$ cat src/rtl/wptr_level_pkg.sv
// Shared constants and Gray/binary conversions for the FIFO write-pointer block.
// Functions operate on GRAY_MAXW bits; callers zero-extend and cast back.
package wptr_level_pkg;

  localparam int DEFAULT_ADDRSIZE    = 4;
  localparam int DEFAULT_AFULL_RESET = 0;
  localparam int GRAY_MAXW           = 32;

  function automatic logic [GRAY_MAXW-1:0] bin_to_gray(input logic [GRAY_MAXW-1:0] bin);
    return bin ^ (bin >> 1);
  endfunction

  function automatic logic [GRAY_MAXW-1:0] gray_to_bin(input logic [GRAY_MAXW-1:0] gray);
    logic [GRAY_MAXW-1:0] bin;
    bin[GRAY_MAXW-1] = gray[GRAY_MAXW-1];
    for (int i = GRAY_MAXW - 2; i >= 0; i--) begin
      bin[i] = bin[i+1] ^ gray[i];
    end
    return bin;
  endfunction

endpackage

$ cat src/rtl/wptr_level_gray2bin.sv
// Combinational Gray-to-binary decoder of parameterised width.
// Each binary bit is the XOR of all Gray bits at or above its position.
module gray2bin #(
  parameter int WIDTH = 5
) (
  input  logic [WIDTH-1:0] gray,
  output logic [WIDTH-1:0] bin
);

  for (genvar gi = 0; gi < WIDTH; gi++) begin : g_bit
    assign bin[gi] = ^gray[WIDTH-1:gi];
  end

endmodule

$ cat src/rtl/wptr_level.sv
// Async-FIFO write-side pointer, full/almost-full flags and fill level.
// Optional sticky overflow flag enabled by defining WPTR_LEVEL_OVF_EN.
module wptr_level
  import wptr_level_pkg::*;
#(
  parameter int ADDRSIZE    = DEFAULT_ADDRSIZE,
  parameter int AFULL_RESET = DEFAULT_AFULL_RESET
) (
  input  logic                wclk,
  input  logic                wrst_n,
  input  logic                winc,
  input  logic [ADDRSIZE:0]   wq2_rptr,
  input  logic [ADDRSIZE:0]   afull_thresh,
  input  logic                wovf_clr,
  output logic [ADDRSIZE:0]   wptr,
  output logic [ADDRSIZE-1:0] waddr,
  output logic                wfull,
  output logic                wafull,
  output logic [ADDRSIZE:0]   wlevel,
  output logic                wovf
);

  localparam int PW = ADDRSIZE + 1;
  localparam logic [PW-1:0] AFULL_DEF = PW'(AFULL_RESET);

  logic [PW-1:0] wbin_q, wbin_d;
  logic [PW-1:0] wptr_q, wptr_d;
  logic [PW-1:0] wlevel_q, wlevel_d;
  logic          wfull_q, wfull_d;
  logic          wafull_q, wafull_d;
  logic          accept;
  logic [PW-1:0] rbin;
  logic [PW-1:0] thresh_eff;

  gray2bin #(
    .WIDTH(PW)
  ) u_rptr_g2b (
    .gray (wq2_rptr),
    .bin  (rbin)
  );

  // Flags and level are computed from the next pointer so they are exact on
  // the edge that accepts the write; the read side is seen only via wq2_rptr.
  always_comb begin
    accept     = winc & ~wfull_q;
    wbin_d     = wbin_q + PW'(accept);
    wptr_d     = PW'(bin_to_gray(GRAY_MAXW'(wbin_d)));
    wfull_d    = (wptr_d == {~wq2_rptr[PW-1:PW-2], wq2_rptr[PW-3:0]});
    wlevel_d   = wbin_d - rbin;
    thresh_eff = (afull_thresh != '0) ? afull_thresh : AFULL_DEF;
    wafull_d   = (thresh_eff != '0) && (wlevel_d >= thresh_eff);
  end

  always_ff @(posedge wclk or negedge wrst_n) begin
    if (!wrst_n) begin
      wbin_q   <= '0;
      wptr_q   <= '0;
      wlevel_q <= '0;
      wfull_q  <= 1'b0;
      wafull_q <= 1'b0;
    end else begin
      wbin_q   <= wbin_d;
      wptr_q   <= wptr_d;
      wlevel_q <= wlevel_d;
      wfull_q  <= wfull_d;
      wafull_q <= wafull_d;
    end
  end

  assign wptr   = wptr_q;
  assign waddr  = wbin_q[ADDRSIZE-1:0];
  assign wfull  = wfull_q;
  assign wafull = wafull_q;
  assign wlevel = wlevel_q;

`ifdef WPTR_LEVEL_OVF_EN
  logic wovf_q, wovf_d;

  // A dropped write wins over a clear in the same cycle.
  always_comb begin
    wovf_d = wovf_q;
    if (wovf_clr) wovf_d = 1'b0;
    if (winc && wfull_q) wovf_d = 1'b1;
  end

  always_ff @(posedge wclk or negedge wrst_n) begin
    if (!wrst_n) wovf_q <= 1'b0;
    else         wovf_q <= wovf_d;
  end

  assign wovf = wovf_q;
`else
  logic unused_wovf_clr;
  assign unused_wovf_clr = wovf_clr;
  assign wovf            = 1'b0;
`endif

endmodule
$ cat config.mk
export PLATFORM = sky130hd
export DESIGN_NAME = wptr_level
export DESIGN_NICKNAME = d
export VERILOG_FILES = /design/src/rtl/wptr_level_pkg.sv /design/src/rtl/wptr_level_gray2bin.sv /design/src/rtl/wptr_level.sv
export SDC_FILE = /design/constraint.sdc
export NUM_CORES = 1
export LEC_CHECK = 0
export BUFFER_PORTS_ARGS = -buffer_cell sky130_fd_sc_hd__buf_4
export CAP_MARGIN = 10
export CORE_MARGIN = 1.5
export CORE_UTILIZATION = 45
export CTS_BUF_LIST = sky130_fd_sc_hd__clkbuf_2 sky130_fd_sc_hd__clkbuf_4 sky130_fd_sc_hd__clkbuf_8
export DETAILED_ROUTE_END_ITERATION = 8
export GPL_TIMING_DRIVEN = 0
export PLACE_DENSITY = 0.81
export SYNTH_ARGS = -nofsm -noshare
export SYNTH_HDL_FRONTEND = slang
export SYNTH_SLANG_ARGS = --single-unit
export TNS_END_PERCENT = 10
$ cat constraint.sdc
create_clock -name wclk -period 2.95 [get_ports wclk]
set_input_delay 0.295 -clock wclk [delete_from_list [all_inputs] [get_ports wclk]]
set_output_delay 0.295 -clock wclk [all_outputs]
set_load 0.05 [all_outputs]
Word-level counts from Yosys, hierarchy flattened
Index checks and enable logic that the tools add are counted.
- register bits: 17
- bits of input ports: 14
- output and inout bits: 17
- logic and storage cells: 21
- add/sub/neg operators: 2
- order comparisons: 1
- equality and inequality tests: 1
- muxes and demuxes: 1
- bitwise logic cells: 4
- reductions and logical operators: 7
- operators with widths (operator ; count):
    nonzero test 5 bit ; 2
    adder 5 x 1 -> 5 bit ; 1
    == test 5 bit ; 1
    >= comparator 5 bit ; 1
    two-way mux 5 bit ; 1
    XOR reduction 5 bit ; 1
    subtractor 5 bit ; 1
    bitwise XOR 5 x 4 -> 5 bit ; 1
    XOR reduction 4 bit ; 1
    XOR reduction 3 bit ; 1
    inverter 2 bit ; 1
    XOR reduction 2 bit ; 1
    bitwise AND 1 bit ; 1
    logical AND 1 bit ; 1
    inverter 1 bit ; 1

Logic depth before layout (Yosys ltp)
Gate-level depths: netlist (run 1).
- depth after elaboration: 6
- depth in mapped cells: 13
- mapped depth without buffers: 13

Hierarchy
Synthesis (run 1) repeated with hierarchy kept, for this count alone.
- cell total of the unflattened synthesis: 86
- area, all modules: 969.7 um2
- modules (own cells, without submodules) (module ; instances ; cells an instance ; area an instance (um2) ; seq. area each (um2)):
    wptr_level ; 1 ; 80 ; 897.1 ; 400.4
    gray2bin ; 1 ; 6 ; 72.6 ; 0.0

Least setup slack after synthesis (run 1)
OpenSTA, ideal clock, no wires.
- path type: register -> register
- from: register wfull_q, in the netlist wfull
- to: register wafull_q, in the netlist wafull
- setup time: 0.128 ns
- data arrival time: 2.899 ns
- required time: 2.822 ns
- slack: -0.078 ns
- stages on the path, launching flop included: 14
- buffers on the path: 1
- clock period less this slack: 3.028 ns
- path through: dfrtp_1 nor2b_1 ha_1 ha_1 clkbuf_1 xor2_1 ha_1 mux2i_1 xor2_1 ha_1 a21o_1 a21o_1 a21oi_1 a21oi_1
- longest elaborated chain between the ends: 6
- ends and longest elaborated chain (element ; RTL line ; text):
    start: declaration ; wptr_level.sv:29 ; logic wfull_q, wfull_d;
    start signal: assignment ; wptr_level.sv:65 ; wfull_q <= wfull_d;
    inverter 1 bit ; wptr_level.sv:45 ; accept = winc & ~wfull_q;
    bitwise AND 1 bit ; wptr_level.sv:45 ;
    adder 5 x 1 -> 5 bit ; wptr_level.sv:46 ; wbin_d = wbin_q + PW'(accept);
    subtractor 5 bit ; wptr_level.sv:49 ; wlevel_d = wbin_d - rbin;
    named net wlevel_d[2] ; wptr_level.sv:28 ; logic [PW-1:0] wlevel_q, wlevel_d;
    >= comparator 5 bit ; wptr_level.sv:51 ; wafull_d = (thresh_eff != '0) && (wlevel_d >= thresh_eff);
    logical AND 1 bit ; wptr_level.sv:51 ;
    named net wafull_d ; wptr_level.sv:30 ; logic wafull_q, wafull_d;
    end signal: assignment ; wptr_level.sv:66 ; wafull_q <= wafull_d;
    end: declaration ; wptr_level.sv:30 ;
The timed path passes the listed nets, and every way through them passes these cells.

Worst setup path after layout (run 1)
Ends and elaborated chain as after synthesis.

==> impl_results.md, run 1 <==
* Outcome: complete, no violations
* Routed WL at 1989 µm
* Initial antenna violation count at 0
* Die H at between 50 and 60 µm
* Die Area at 2605 µm²
* First-pass DRT Iterations at 4
* Placed cell count at 151
* Finished Core Util at 0.6305
* DR DRC count at 0
* CTS Sinks at 16
* Yosys top cell area share at 0.3855
* CP arrival at 2910 ps
* Crit-path cells: nor2b_2 -> ha_1 -> ha_4 -> xor2_1 -> ha_1 -> mux2i_1 -> xor2_1 -> ha_1 -> a21o_1 -> a21o_1 -> a21oi_1 -> a21oi_1
* Vias per inst at around 5.0
* Synth Flop Type: dfrtp_1
* RSZ-0062 raised after global routing: no
* Final worst path period share at 0.9282
* Mean cell area of the mapped netlist at roughly 11 µm²
* Post-Syn Area at 1038 µm²
* RD Place Congestion at ~0.74
* Layout Area Growth over Synthesis at 33.01%
* Largest net degree at the start of global routing at 17
* Netlist cell types at 26
* Crit path top cell by count: ha_1
* Worst Hold Class: in2reg
* Multi-input gate area at 630.6 µm²
* Via count at 795
* Crit path largest cell delay at 420 ps
* Nets at 157
* Crit start category: register
* Die X at 51.04 µm
* Layout cell share with drive strength beyond 1 at 0.3385
* Io pins at 31
* Max Buffers Root-to-Sink at 2
* Highest clock rate at ~370 MHz
* First-pass GRT wire length at 3160 µm
* Commonest cells in the netlist: dfrtp_1, ha_1, xnor2_1
* FF+latch area at 401.6 µm²
* Total GRT Usage at 0.1628
* Post-synthesis sequential area ratio at 0.3855
* Rows at 17
* Final Max Slew Viols at 0
* Dominant cells by area after synthesis: dfrtp_1, ha_1, xnor2_1, xor2_1, xor2_2
* Worst-Skew Late Latency at between 200 and 300 ps
* Fin. Hold Viols at 0
* Area leader, netlist: dfrtp_1
* IO Port Bufs at 28
* Grt ovf at 0
* Number of antenna-violating nets in the routed design at 0
* Initial core utilization at 0.4740
* Setup CP Type: reg2reg
* Minimum clock period at 2738 ps
* FILL cells at 187
* Asr flop ratio synth at 1.000
* Wire per inst at 12.59 µm
* EDFF count, synth at 0
* Inserted Diodes at 0
* Crit-path max FO at 7
* Max-cap violations at 0
* Final setup fails at 0
* Vias in the first global route at 772
* Clk slew on worst S/H paths at 90 ps
* Dpl hpwl at roughly 1600 µm
* CTS Buf Count at 3
* TritonCTS clock tree: done
* Worst setup EP type: register
* Cells after Synth at 95
* Post-synthesis net count at 121
* Smallest hold slack at 282.5 ps
* Layout Cells excl Fill at 158
* Placeable Area at 2191 µm²
* Root buf cell: clkbuf_4
* Delay-heaviest family, CP: adder cells
* Required @ worst endpoint at 3120 ps
* Clk_skew at 4.911 ps
* Post-synthesis register bit count at 16
* Most frequent cell after synthesis: dfrtp_1
* Initial DRC count at 7
* CP max-delay cell: dfrtp_2
* Crit path buf inv count at 0
* Yosys warns at 0
* CTS H-tree lvls at 1
==> per-layer routing <==
metal | vias to the layer above | global-route usage | routed length [µm]
met5 | - | 0 | 0
met4 | 0 | 0.04054 | 25
met3 | 3 | 0.04094 | 111
met2 | 24 | 0.2965 | 1046
met1 | 383 | 0.1890 | 805
li1 | 385 | - | -
==> tightest hold or removal path: cells and delay by family <==
kind                   cells  cell delay (ps)
AOI/OAI and AO/OA          1               70
buffers and inverters      2              170
==> what timing repair did <==
item                                   in CTS  in global routing
resized for setup                           0                  5
buffers inserted                            0                  3
setup endpoints to repair                   1                  1
pin swaps                                   0                  2
hold buffers                                1                  0
endpoints found under the hold margin      16                  0
==> worst paths after layout <==
path,slack (ps),startpoint,cells after the start,to
setup / recovery,210,wfull$_DFF_PN0_,12,wafull$_DFF_PN0_
setup reg to reg,210,wfull$_DFF_PN0_,12,wafull$_DFF_PN0_
min in group asynchronous,390,wrst_n,2,wbin_q[0]$_DFF_PN0_
max in group asynchronous,2370,wrst_n,2,wfull$_DFF_PN0_
hold / removal,280,afull_thresh[4],3,wafull$_DFF_PN0_
hold reg to reg,570,wbin_q[4]$_DFF_PN0_,1,wbin_q[4]$_DFF_PN0_
==> cells in the final DEF, fill, tap and decap left out <==
master          n
dlygate4sd3_1   1
nor2b_2         1
clkbuf_4        4
ha_4            1
a21o_1          4
mux2i_1         3
a31oi_1         2
xor2_4          2
a211oi_2        1
conb_1          1
or3_1           1
dfrtp_2         1
nor2_1          2
inv_1           8
a21oi_1         5
clkbuf_1        1
nor2b_1         1
o211ai_1        1
nor4_1          1
xnor2_1        12
nand2_1         2
mux2_2          1
dfrtp_1        15
o21ai_1         1
nand2b_1        2
buf_4          32
ha_1           11
xnor3_2         1
nand3_1         3
and2_1          1
xor2_1          8
==> per-stage QoR <==
stage | setup TNS, ps | setup WS [ps] | instance area [µm²]
floorplan | 0 | 3.605 | 1040
global placement | -69.42 | -69.42 | 1285
detailed placement | -155.6 | -155.6 | 1285
CTS | 0 | 71.82 | 1321
global route | 0 | 9.302 | 1381
finish | 0 | 211.8 | 1381
==> sequential cells by signal, summed over array words and instances, names as in the netlist <==
name	flops
wafull	1
wbin_q	5
wfull	1
wlevel	5
wptr	4
==> layout make-up <==
cell class	count	share of cell area
plain buffers	2	0.008152
multi-input cells	68	0.4565
inverters	8	0.02174
repair buffers	32	0.1757
flip-flops and latches	16	0.2908
well taps	28	0.02536
clock buffers	4	0.02174
==> kinds of logic after synthesis <==
kind of cell,count (synthesis),share of synthesized area
mux,4,0.03976
other cells,1,0.003611
compound gates,14,0.08915
buf+inv,11,0.04338
fa+ha+maj,12,0.1446
simple gates,14,0.07109
xor+xnor,23,0.2229
flops,16,0.3855
Power of run 1 is left out: the tool's default activity adds up to more than one toggle a clock period on the data nets, which glitch-free logic cannot reach.
==> run 2, diff against run 1 <==
Settings changed: ABC_AREA set to 1, BUFFER_PORTS_ARGS -buffer_cell sky130_fd_sc_hd__buf_4 to unset, DONT_BUFFER_PORTS set to 1, PLACE_DENSITY 0.81 to 0.7.
==> run 2 against run 1 <==
Area after synthesis increased by 10%. Worst hold slack got worse by 100 ps. Highest routed layer unchanged. Global-route usage increased by 1.2 points. Sequential cell count unchanged. Clock-buffer cell count decreased by 1. Cell count increased by 18%. First-iteration DRC count increased by 86%. Critical path depth increased by 6. Critical path type unchanged. Critical endpoint unchanged. Core utilization decreased by 7.7 points. Design area decreased by 2.5%.
==> impl_results.md, run 2 <==
* Most frequent cell after synthesis: nand2_1
* Crit path largest cell delay at 540 ps
* Rows at 18
* GR Layer Usage met3 at 0.01412
* Outcome: complete, no violations
* Io pins at 31
* Max-cap violations at 0
* RD Place Congestion at approximately 0.81
* CTS H-tree lvls at 1
* Grt ovf at 0
* Die H at between 50 and 60 µm
* Worst Hold Class: in2reg
* Placeable Area at 2432 µm²
* First-pass GRT wire length at about 3600 µm
* Crit-path cells: nor2_4 -> ha_4 -> ha_4 -> inv_4 -> nand3_2 -> and2_1 -> ha_1 -> inv_1 -> nand2_2 -> nand3_2 -> nand2_1 -> nand2_1 -> nand2_2 -> ha_4 -> a21oi_2 -> o221ai_2 -> nor2_1 -> nor2_1
* CP arrival at a little under 3000 ps
* Number of antenna-violating nets in the routed design at 0
* Crit path top cell by count: ha_4
* CP max-delay cell: dfrtp_2
* Fin. Hold Viols at 0
* Wire per inst at 12.58 µm
* Minimum clock period at roughly 2800 ps
* Clk slew on worst S/H paths at 90 ps
* Yosys top cell area share at 0.3501
* Dpl hpwl at 1921 µm
* Mean cell area of the mapped netlist at 7.573 µm²
* Area leader, netlist: dfrtp_1
* Max Buffers Root-to-Sink at 2
* Setup CP Type: reg2reg
* Final Max Slew Viols at 0
* Slew HR at 0.5423
* Initial core utilization at 0.4702
* Yosys warns at 0
* Worst-Skew Late Latency at 280 ps
* Commonest cells in the netlist: nand2_1, inv_1, nand3_1
* Netlist cell types at 21
* Delay-heaviest family, CP: simple AND/OR/NAND/NOR gates
* DR DRC count at 0
* Initial DRC count at 13
* Smallest hold slack at 181.7 ps
* Vias in the first global route at 890
* Die X at 53.41 µm
* EDFF count, synth at 0
* Cells after Synth at 151
* CTS Sinks at 16
* TritonCTS clock tree: done
* Finished Core Util at 0.5535
* CTS Buf Count at 3
* Highest clock rate at ~360 MHz
* Asr flop ratio synth at 1.000
* Total GRT Usage at 0.1748
* Commonest non-fill, non-tap cells in the layout: nand2_1, inv_1, nand3_1
* Met2 Track Usage GR at 0.2963
* Post-synthesis net count at between 150 and 200
* Post-synthesis sequential area ratio at 0.3501
* Initial antenna violation count at 0
* Final setup fails at 0
* Layout Area Growth over Synthesis at 17.72%
* Via count at about 1,000
* Vias per inst at 5.267
* GR Util met1 at 0.2196
* Crit-path max FO at 4
* Routed WL at 2353 µm
* Largest net degree at the start of global routing at 17
* Clk_skew at 7.287 ps
* Grt peak-use layer: met2
* Inserted Diodes at 0
* Die Area at 2853 µm²
* Required @ worst endpoint at ~3100 ps
* Commonest non-fill, non-tap cell in the layout: nand2_1
* Synth Flop Type: dfrtp_1
* Worst setup EP type: register
* Crit start category: register
* IO Port Bufs at 0
* First-pass DRT Iterations at 4
* Layout cell share with drive strength beyond 1 at 0.2293
* Post-Syn Area at 1144 µm²
* Crit path buf inv count at 2
* Nets at 185
* Final worst path period share at 0.9460
* Actual slew at the worst max-slew pin at 684.3 ps
* Root buf cell: clkbuf_4
* Post-synthesis register bit count at 16
* TNS Setup at 0 ps
* Dominant cells by area after synthesis: dfrtp_1, nand2_1, ha_1, nand3_1, inv_1
[run 2: cell type report]
cell class | count | area [µm²]
clock buffers | 3 | 22.52
fillers | 202 | 1086
inverters | 23 | 91.34
repair buffers | 3 | 25.02
flip-flops and latches | 16 | 404.1
well taps | 30 | 37.54
plain buffers | 2 | 11.26
multi-input cells | 110 | 754.5
[run 2: layer usage]
metal | share of wire | vias up
met2 | 0.50 | 35
li1 | - | 492
met3 | 0.051 | 2
met5 | 0 | -
met4 | 0.0098 | 0
met1 | 0.43 | 456
[run 2: path summary, 6_finish.rpt]
| path | startpoint | endpoint | slack, ps | cells past startpoint |
|---|---|---|---|---|
| setup / recovery | wfull$_DFF_PN0_ | wafull$_DFF_PN0_ | 160 | 18 |
| min in group asynchronous | wrst_n | wptr[1]$_DFF_PN0_ | 490 | 1 |
| max in group asynchronous | wrst_n | wbin_q[0]$_DFF_PN0_ | 1980 | 1 |
| hold reg to reg | wbin_q[0]$_DFF_PN0_ | wbin_q[0]$_DFF_PN0_ | 800 | 1 |
| setup reg to reg | wfull$_DFF_PN0_ | wafull$_DFF_PN0_ | 160 | 18 |
| hold / removal | afull_thresh[1] | wafull$_DFF_PN0_ | 180 | 2 |
[run 2: what timing repair did]
item / 4_1_cts / 5_1_grt
endpoints found under the setup margin: 1 / 1
resized for setup: 7 / 16
buffers inserted: 0 / 2
cloned: 0 / 0
hold buffers: 1 / 0
pin swaps: 0 / 4
endpoints found under the hold margin: 16 / 0
[run 2: cells by family (layout without fill, tap and decap cells)]
group                    Yosys count  count (layout)  share of synthesized area
AO/OA/AOI/OAI                      5               5                    0.02845
XOR/XNOR                           7               7                    0.05361
adder cells (fa/ha/maj)           12              12                     0.1313
buffers and inverters             25              31                    0.08534
flip-flops                        16              16                     0.3501
other                              1               1                   0.003279
AND/OR/NAND/NOR                   85              85                     0.3479
[run 2: through the flow]
| stage | instances | worst slack (ps) | instance area (µm²) |
|---|---|---|---|
| after global routing | 187 | -44.06 | 1346 |
| final | 187 | 159.3 | 1346 |
| after CTS | 185 | 38.45 | 1249 |
| after floorplan | 151 | 28.43 | 1144 |
| after global placement | 181 | -229.7 | 1181 |
| after detailed placement | 181 | -310.3 | 1181 |
Power of run 2 is left out for the same reason.
